## src/rtl/jtframe_tilerom_arb.sv

```systemverilog
// Round-robin arbiter sharing one ROM/SDRAM port among three tile requesters.
// Each requester keeps a one-entry cache of its last served address and data.
module jtframe_tilerom_arb #(
  parameter int AW = 20,
  parameter int DW = 32
)(
  input  logic          clk,
  input  logic          rst,
  input  logic          req0_cs,
  input  logic          req1_cs,
  input  logic          req2_cs,
  input  logic [AW-1:0] req0_addr,
  input  logic [AW-1:0] req1_addr,
  input  logic [AW-1:0] req2_addr,
  output logic          req0_ok,
  output logic          req1_ok,
  output logic          req2_ok,
  output logic [DW-1:0] req0_data,
  output logic [DW-1:0] req1_data,
  output logic [DW-1:0] req2_data,
  output logic          rom_cs,
  output logic [AW-1:0] rom_addr,
  input  logic          rom_ok,
  input  logic [DW-1:0] rom_data
);

  typedef enum logic [1:0] {
    ST_IDLE,
    ST_SETTLE,
    ST_WAIT
  } state_t;

  state_t state;
  state_t state_nx;

  logic [2:0]    cs_v;
  logic [AW-1:0] addr_v [3];
  logic [AW-1:0] served [3];
  logic [DW-1:0] data   [3];
  logic [2:0]    valid;
  logic [2:0]    hit;
  logic [2:0]    pend;
  logic [1:0]    gnt;
  logic [1:0]    last;
  logic [1:0]    pick;
  logic          any_pend;
  logic          grant_en;
  logic          done;

  function automatic logic [1:0] rr_next(
    input logic [1:0] x
  );
    return (x == 2'd2) ? 2'd0 : x + 2'd1;
  endfunction

  assign cs_v      = {req2_cs, req1_cs, req0_cs};
  assign addr_v[0] = req0_addr;
  assign addr_v[1] = req1_addr;
  assign addr_v[2] = req2_addr;

  always_comb begin
    hit  = '0;
    pend = '0;
    for (int i = 0; i < 3; i++) begin
      hit[i]  = valid[i] &&
                (addr_v[i] == served[i]);
      pend[i] = cs_v[i] && !hit[i];
    end
  end

  assign any_pend  = |pend;
  assign req0_ok   = cs_v[0] & hit[0];
  assign req1_ok   = cs_v[1] & hit[1];
  assign req2_ok   = cs_v[2] & hit[2];
  assign req0_data = data[0];
  assign req1_data = data[1];
  assign req2_data = data[2];

  // Search starts just after the last completed grant.
  always_comb begin : rr_pick
    logic [1:0] cand;
    logic       found;
    pick  = 2'd0;
    found = 1'b0;
    cand  = rr_next(last);
    for (int i = 0; i < 3; i++) begin
      if (!found && pend[cand]) begin
        pick  = cand;
        found = 1'b1;
      end
      cand = rr_next(cand);
    end
  end

  always_ff @(posedge clk or posedge rst) begin
    if (rst) state <= ST_IDLE;
    else     state <= state_nx;
  end

  always_comb begin
    state_nx = state;
    unique case (state)
      ST_IDLE:   if (any_pend) state_nx = ST_SETTLE;
      ST_SETTLE: state_nx = ST_WAIT;
      ST_WAIT:   if (rom_ok) state_nx = ST_IDLE;
      default:   state_nx = ST_IDLE;
    endcase
  end

  // SETTLE drops any rom_ok left over from the previous access.
  always_comb begin
    grant_en = (state == ST_IDLE) && any_pend;
    done     = (state == ST_WAIT) && rom_ok;
  end

  always_ff @(posedge clk or posedge rst) begin
    if (rst) begin
      rom_cs   <= 1'b0;
      rom_addr <= '0;
      gnt      <= 2'd0;
      last     <= 2'd2;
      valid    <= '0;
      for (int i = 0; i < 3; i++) begin
        served[i] <= '0;
        data[i]   <= '0;
      end
    end else begin
      if (grant_en) begin
        rom_cs   <= 1'b1;
        rom_addr <= addr_v[pick];
        gnt      <= pick;
      end
      if (done) begin
        rom_cs <= 1'b0;
        last   <= gnt;
      end
      for (int i = 0; i < 3; i++) begin
        if (done && gnt == 2'(i)) begin
          data[i]   <= rom_data;
          served[i] <= rom_addr;
          valid[i]  <= 1'b1;
        end
      end
    end
  end

endmodule

```

## config.mk

```make
export PLATFORM = sky130hd
export DESIGN_NAME = jtframe_tilerom_arb
export DESIGN_NICKNAME = d
export VERILOG_FILES = /design/src/rtl/jtframe_tilerom_arb.sv
export SDC_FILE = /design/constraint.sdc
export NUM_CORES = 1
export LEC_CHECK = 0
export CORE_MARGIN = 2
export CORE_UTILIZATION = 49
export DETAILED_ROUTE_END_ITERATION = 8
export PLACE_DENSITY_LB_ADDON = 0.1
export SYNTH_ARGS = -nofsm -noshare
export SYNTH_HDL_FRONTEND = slang
export SYNTH_SLANG_ARGS = --single-unit
```

## constraint.sdc

```tcl
create_clock -name clk -period 8.4 [get_ports clk]
set_input_delay 1.68 -clock clk [delete_from_list [all_inputs] [get_ports clk]]
set_output_delay 1.68 -clock clk [all_outputs]
set_load 0.01 [all_outputs]
```

# After elaboration in Yosys (flattened, before gate mapping)
# Cells that the tools add are included.
# classes
order_cmp,4
mux,22
bitwise_logic,4
reduce_logical,23
addsub,3
n_eq_ne,12
# ops
op,n
$eq A20 B20 Y1,3
$bmux W20 S2,1
$mux W20,2
$mux W2,8
$logic_and A1 B1 Y1,13
$eq A2 B2 Y1 const B,5
$lt A2 B3 Y1 const B,3
$mux W1,7
$add A2 B1 Y2 const B,3
$bmux W1 S2,3
$pmux W2 S3,1
$logic_not A1 Y1,5
$eq A2 B1 Y1 const B,2
$logic_not A2 Y1,2
$ne A2 B2 Y1 const B,2
$and A1 B1 Y1,3
$ge A3 B3 Y1 const B,1
$not A2 Y3,1
$reduce_or A3 Y1,1
$reduce_and A2 Y1,1
$reduce_bool A2 Y1,1
# word_totals
in_bits,98
out_inout_bits,120
word_cells,82
regBits,186

# Logic depth before layout (Yosys ltp)
# Gate-level depths: netlist of the first run.
# logic_depth
depth_word,17
mapped_depth,8
depth_no_buf,7

# Worst setup path before layout of the first run
# No wires, ideal clock.
# synth_timing
path_kind,input to output
startpoint,input req2_addr[15]
endpoint,output req2_ok
t_arrival_ps,2794
setup_slack_ps,3926
path_buffers,0
stages,4
t_required_ps,6720
path_cell_list,xnor2_1 -> nand3_1 -> or4_4 -> nor3_1
# synth_via
elab_chain_len,3
# synth_lines
item,line_no,text
start: declaration,14,"input logic [AW-1:0] req2_addr,"
$eq A20 B20 Y1,66,(addr_v[i] == served[i]);
$logic_and A1 B1 Y1,65,hit[i] = valid[i] &&
$and A1 B1 Y1,74,assign req2_ok = cs_v[2] & hit[2];
end: declaration,17,"output logic req2_ok,"
# Every way passes these cells.

# Worst setup path after layout of the first run
# layout_timing
startpoint,input req2_addr[16]
endpoint,output req2_ok
# The elaborated chain is that of the path after synthesis.

==> metrics.yaml, run 1 <==
status: "completed"
setup_viol: 0
path_clk_slew_ns: 0.07
final_util_pct: 68.00
die_h_um: 134.4
wl_per_cell_um: 20.06
avgSynthCellArea_um2: 13.94
cts_tree: "yes"
die_area_mm2: 0.01807
die_x_um: 134.4
htreeDepth: 4
ys_seq_area_share_pct: 55.86
fmax_ghz: 0.1758
drt_iter0_markers: 283
r2r_setup_slack_ns: 4.88
post-dp-hpwl_um: 14910
hold_viol_final: 0
synth_cell_type_count: 41
p_per_area_mw_per_mm2: 362.5
grt_overflow: 0
relSlewSlack_pct: 31.65
min_to: "valid[0]$_DFFE_PP0P_"
drive_above_1_share_pct: 26.93
ys_ff_latch: 186
gp_congestion: 0.8874
grt_pass1_wl_um: 33510
n_fill_cell: 1242
drt-total-wl_um: 21020
cts-root-buf: "clkbuf_16"
start_util_pct: 50.26
drc_errors: 0
tightestPinTransition_ns: 1.025
hold_class: "flop to flop"
startpoint_type: "input pin"
finalPower_mw: 4.088
synthCells: 598
whs_path_depth: 1
final_cell_mix: "clkdlybuf4s50_1, dfrtp_1, mux2_2, xor2_1, inv_1"
drt-pass1-iter-count: 4
insertion_delay_ns: 0.43
drv_cap: 0
ant_nets: 0
cp.arrival_ns: 4.01
area_delta_synth_final_pct: 35.31
ff2ff_path_depth: 8
num_rows: 47
port_buffers: 217
vias: 5566
cts_hold_buffers: 0
pre_cts_slack_ns: 2.718
drv_slew: 0
finalCritPeriodShare_pct: 67.71
grt_max_degree: 107
syn_nets: 696
fp.coreArea_mm2: 0.01658
ios: 218
critPathRequiredTime_ns: 6.72
async_flop_share_pct: 100.0
vias_per_cell: 5.311
ir_drop_uv: 195.8
path_class: "input pin to primary output"
antenna_found_initial: 0
cp_max_fo: 2
ys_warn_count: 0
antenna_cells: 0
dpl_cell_area_mm2: 0.01072
grtUsageTotal_pct: 24.44
numCtsBuffers: 17
fin_ws_ns: 2.712
synthFlopType: "dfrtp_1"
p_leak_nw: 4.928
finalInstanceArea_mm2: 0.01128
synth-edff-count: 0
clockBufferDepth: 2
grt_pass1_vias: 6156
worstHoldStart: "valid[0]$_DFFE_PP0P_"
rr_endpoint: "rom_addr[13]$_DFFE_PP0P_"
grt_setup_unrepaired: "no"
clock_skew_ns: 0.007648
fin_setup_tns_ns: 0
cts-resized-gates: 0
clock-sinks: 186
mostFrequentLayoutCell: "clkdlybuf4s50_1"
r2r-start: "served[56]$_DFFE_PP0P_"
cp-end-kind: "primary output"
post-cts-setup-buffer-count: 0
synth_area_mm2: 0.008334
min_period_ns: 5.688
nets: 913
==> state kept, by name, summed over array words and instances (netlist names) <==
name and flops:
gnt 2, last 2, req0_data 32, req1_data 32
req2_data 32, rom_addr 20, rom_cs 1, served 60
state 2, valid 3
==> how the worst max path moves through the flow <==
stage	endpoint	slack [ns]	depth (start not counted)	from
floorplan	gnt[0]$_DFFE_PP0P_	1.66	1	rst
global placement	req2_ok	2.72	6	req2_addr[16]
detailed placement	req2_ok	2.72	6	req2_addr[16]
CTS	req2_ok	2.72	6	req2_addr[16]
global route	req0_ok	2.55	6	req0_addr[16]
finish	req2_ok	2.71	6	req2_addr[16]
==> where the power goes <==
| part | switching, mW | internal, mW | leakage (nW) |
|---|---|---|---|
| registers | 0.290 | 1.33 | 2.30 |
| logic | 0.693 | 1.02 | 2.35 |
| clock network | 0.344 | 0.416 | 0.272 |
==> worst max-delay path, stage by stage <==
cell             delay (ns)
clkdlybuf4s50_1        0.45
xnor2_1                0.37
nand3_1                0.12
or4_4                  0.58
nor3_1                 0.23
clkdlybuf4s50_1        0.58
==> synthesized netlist by cell type (4+ instances only) <==
| cell | instances | area share (%) |
|---|---|---|
| inv_1 | 26 | 1.2 |
| nor4_1 | 13 | 0.98 |
| and2b_2 | 4 | 0.42 |
| a211o_1 | 20 | 2.1 |
| nor3b_1 | 21 | 1.9 |
| xnor2_1 | 18 | 1.9 |
| mux2_2 | 163 | 22 |
| buf_2 | 5 | 0.30 |
| mux2_1 | 15 | 2.0 |
| xor2_1 | 42 | 4.4 |
| nor3_1 | 7 | 0.42 |
| clkbuf_1 | 11 | 0.50 |
| nor2b_1 | 15 | 1.1 |
| nand3_1 | 4 | 0.24 |
| buf_1 | 6 | 0.27 |
| dfrtp_1 | 185 | 56 |
| buf_6 | 4 | 0.54 |
| nand4_1 | 9 | 0.68 |
==> layout make-up <==
type / count / area [um2] / area share, %
Sequential cell: 186 / 4656 / 41.28
Multi-Input combinational cell: 359 / 3451 / 30.60
Timing Repair Buffer: 225 / 2232 / 19.79
Clock buffer: 18 / 439.2 / 3.894
Tap cell: 220 / 275.3 / 2.441
Clock inverter: 14 / 121.4 / 1.076
Inverter: 26 / 102.6 / 0.9098
==> stage by stage <==
step / hold slack, ns / instances
after floorplan: 0.4392 / 598
after global placement: 0.4519 / 1016
after detailed placement: 0.4524 / 1016
after CTS: 0.4686 / 1048
after global routing: 0.4872 / 1048
final: 0.4735 / 1048
==> layer usage <==
metal	vias up	routed length, um	track usage (%)	share of wire [%]
met4	0	491	8.947	2.3
met2	188	10440	41.10	50
met3	35	1661	7.899	7.9
met5	-	0	0	0
met1	2787	8424	29.53	40
li1	2556	-	-	-
==> logic make-up (layout without fill, tap and decap cells) <==
kind of cell	count (synthesis)	in the layout	synth area share, %
flops	186	186	55.86
mux	180	180	24.29
simple gates	89	89	7.221
xor+xnor	60	60	6.305
buf+inv	53	283	2.867
compound gates	30	30	3.453
(Power assumes the default switching activity.)
==> run 2, diff against run 1 <==
- clock period: 8.4 -> 5.6 ns (I/O delays scaled with it)
==> run 2 against run 1 <==
Effect of this change: flip-flop and latch count unchanged; via count is 0.32% higher; utilization increased by 0.18 points; global-route usage increased by 0.40 points; routed wire length rose by 1.4%; critical path depth unchanged; hold slack better by 0.016 ns; count of clock-buffer cells in the layout stayed put; non-clock buffer count grew 1.
==> metrics.yaml, run 2 (synthesized netlist as in run 1, its figures left out) <==
numCtsBuffers: 17  # unchanged
setup_viol: 0  # unchanged
grt_pass1_vias: 6227  # +1.2%
grtUsageTotal_pct: 24.84  # +0.40 points
min_period_ns: 4.816
cpMaxStageDelayCell: "nor4_1"
p_leak_nw: 4.948  # +0.40%
antenna_found_initial: 0  # unchanged
cts_hold_buffers: 0  # unchanged
mostFrequentLayoutCell: "clkdlybuf4s50_1"
grt_use_met1_pct: 30.03  # +0.50 points
drt-pass1-iter-count: 4  # unchanged
largest-register: "served"
n_fill_cell: 1226  # -1.3%
cts_tree: "yes"
clock_skew_ns: 0.008462  # +0.0008138 ns
ios: 218  # unchanged
met3_usage_pct: 7.483  # -0.42 points
largest_register_ffs: 60  # unchanged
final_cell_mix: "clkdlybuf4s50_1, dfrtp_1, mux2_2, xor2_1, inv_1"
grt_pass1_wl_um: 33870  # +1.1%
startpoint_type: "input pin"
post-dp-hpwl_um: 14980  # +0.48%
worstHoldStart: "rom_cs$_DFFE_PP0P_"
seqPwrFrac_pct: 39.2  # -0.4 points
wl_per_cell_um: 20.32  # +1.3%
drv_cap: 0  # unchanged
ant_nets: 0  # unchanged
p_sw_share_pct: 32.74  # +0.27 points
crit_path_frequent_cell: "clkdlybuf4s50_1"
drv_slew: 0  # unchanged
vias_per_cell: 5.323  # +0.23%
top_usage_layer: "met2"
vias: 5584  # +0.32%
cp_slowest_stage_delay_ns: 0.64  # +0.06 ns
ir_drop_uv: 289.4  # +48%
critPathRequiredTime_ns: 4.48  # -2.24 ns
p_per_area_mw_per_mm2: 546.3  # +51%
fp.coreArea_mm2: 0.01658  # unchanged
area_delta_synth_final_pct: 35.67
clockBufferDepth: 2  # unchanged
post-cts-setup-buffer-count: 0  # unchanged
cpLargestDelayFamily: "simple AND/OR/NAND/NOR gates"
status: "completed"
drt-total-wl_um: 21310  # +1.4%
htreeDepth: 4  # unchanged
crit_chain: "clkdlybuf4s50_1, xor2_1, nor4_1, nand4_1, nor3_1, clkdlybuf4s50_1"
cts-resized-gates: 0  # unchanged
die_h_um: 134.4  # unchanged
insertion_delay_ns: 0.43  # about the same
num_rows: 47  # unchanged
hold_class: "flop to flop"
cp.arrival_ns: 3.70  # -0.31 ns
cp-end-kind: "primary output"
power.share.clock_pct: 18.9  # +0.3 points
tightestPinTransition_ns: 1.009  # -0.01608 ns
met2_usage_pct: 42.35  # +1.2 points
fin_ws_ns: 0.7836  # -1.928 ns
die_area_mm2: 0.01807  # unchanged
relSlewSlack_pct: 32.72  # +1.1 points
finalCritPeriodShare_pct: 86.01
gp_congestion: 0.9009  # +1.5%
clock-sinks: 186  # unchanged
grt_max_degree: 187  # +75%
fin_setup_tns_ns: 0  # unchanged
pre_cts_slack_ns: 0.9008  # -1.818 ns
drc_errors: 0  # unchanged
p_comb_share_pct: 41.8  # about the same
p_int_mw: 4.155  # +50%
startpoint: "req0_addr[10]"
grt_overflow: 0  # unchanged
fmax_ghz: 0.2076
grt_setup_unrepaired: "no"
path_buf_inv: 2  # unchanged
power.switching_mw: 2.022  # +52%
drive_above_1_share_pct: 27.02  # +0.088 points
antenna_cells: 0  # unchanged
r2r-start: "served[50]$_DFFE_PP0P_"
die_x_um: 134.4  # unchanged
nets: 914  # +0.11%
cts-root-buf: "clkbuf_16"
cp_max_fo: 4  # +2
hold_viol_final: 0  # unchanged
port_buffers: 217  # unchanged
start_util_pct: 50.26  # unchanged
path_clk_slew_ns: 0.06  # about the same
path_class: "input pin to primary output"
drt_iter0_markers: 228  # -19%
## run 2: cell count changes in the layout (fill, tap and decap cells not counted)
| cell | delta |
|---|---|
| buf_12 | +1 |
| clkinvlp_4 | -2 |
| clkinv_2 | -2 |
| inv_6 | +4 |
## run 2: cell type report
type	count	area, um2	area share [%]
sequential	186	4656	41.18
multi-input combinational	359	3451	30.52
timing repair buffer	226	2252	19.92
clock buffer	18	439.2	3.884
tap	220	275.3	2.434
clock inverter	14	132.6	1.173
inverter	26	101.3	0.8963
## run 2: worst paths after layout
path                                            end  slack [ns]  depth (start not counted)
max                                         req0_ok        0.78                          6
min                              rom_cs$_DFFE_PP0P_        0.49                          1
max reg2reg                rom_addr[19]$_DFFE_PP0P_        2.28                          7
min reg2reg                      rom_cs$_DFFE_PP0P_        0.49                          1
max in group asynchronous    served[26]$_DFFE_PP0P_        3.53                          3
min in group asynchronous    served[55]$_DFFE_PP0P_        1.32                          3
## run 2: power groups by stage
stage	Sequential, mW	Clock, mW	Combinational, mW
finish	2.42	1.17	2.58
CTS	2.43	1.19	2.61
floorplan	2.55	0	1.18
global route	2.51	1.25	2.76
global placement	2.40	0	2.53
detailed placement	2.45	0	2.59
## run 2: stage by stage
step / cell area, um2 / cells / power, mW / utilization, % / hold slack [ns]
2_1_floorplan: 8338 / 598 / 3.732 / - / 0.4392
3_3_place_gp: 10740 / 1017 / 4.931 / 64.74 / 0.4547
3_5_place_dp: 10740 / 1017 / 5.040 / 64.74 / 0.4697
4_1_cts: 11310 / 1049 / 6.236 / 68.18 / 0.4866
5_1_grt: 11310 / 1049 / 6.527 / 68.18 / 0.5196
6_report: 11310 / 1049 / 6.177 / 68.18 / 0.4890
## run 2: layer usage
layer  routed length (um)  up-vias  share of wire [%]
met5                    0        -                  0
met4                  459        0                2.2
met3                 1482       29                7.0
met2                10800      174                 51
met1                 8575     2833                 40
li1                     -     2548                  -
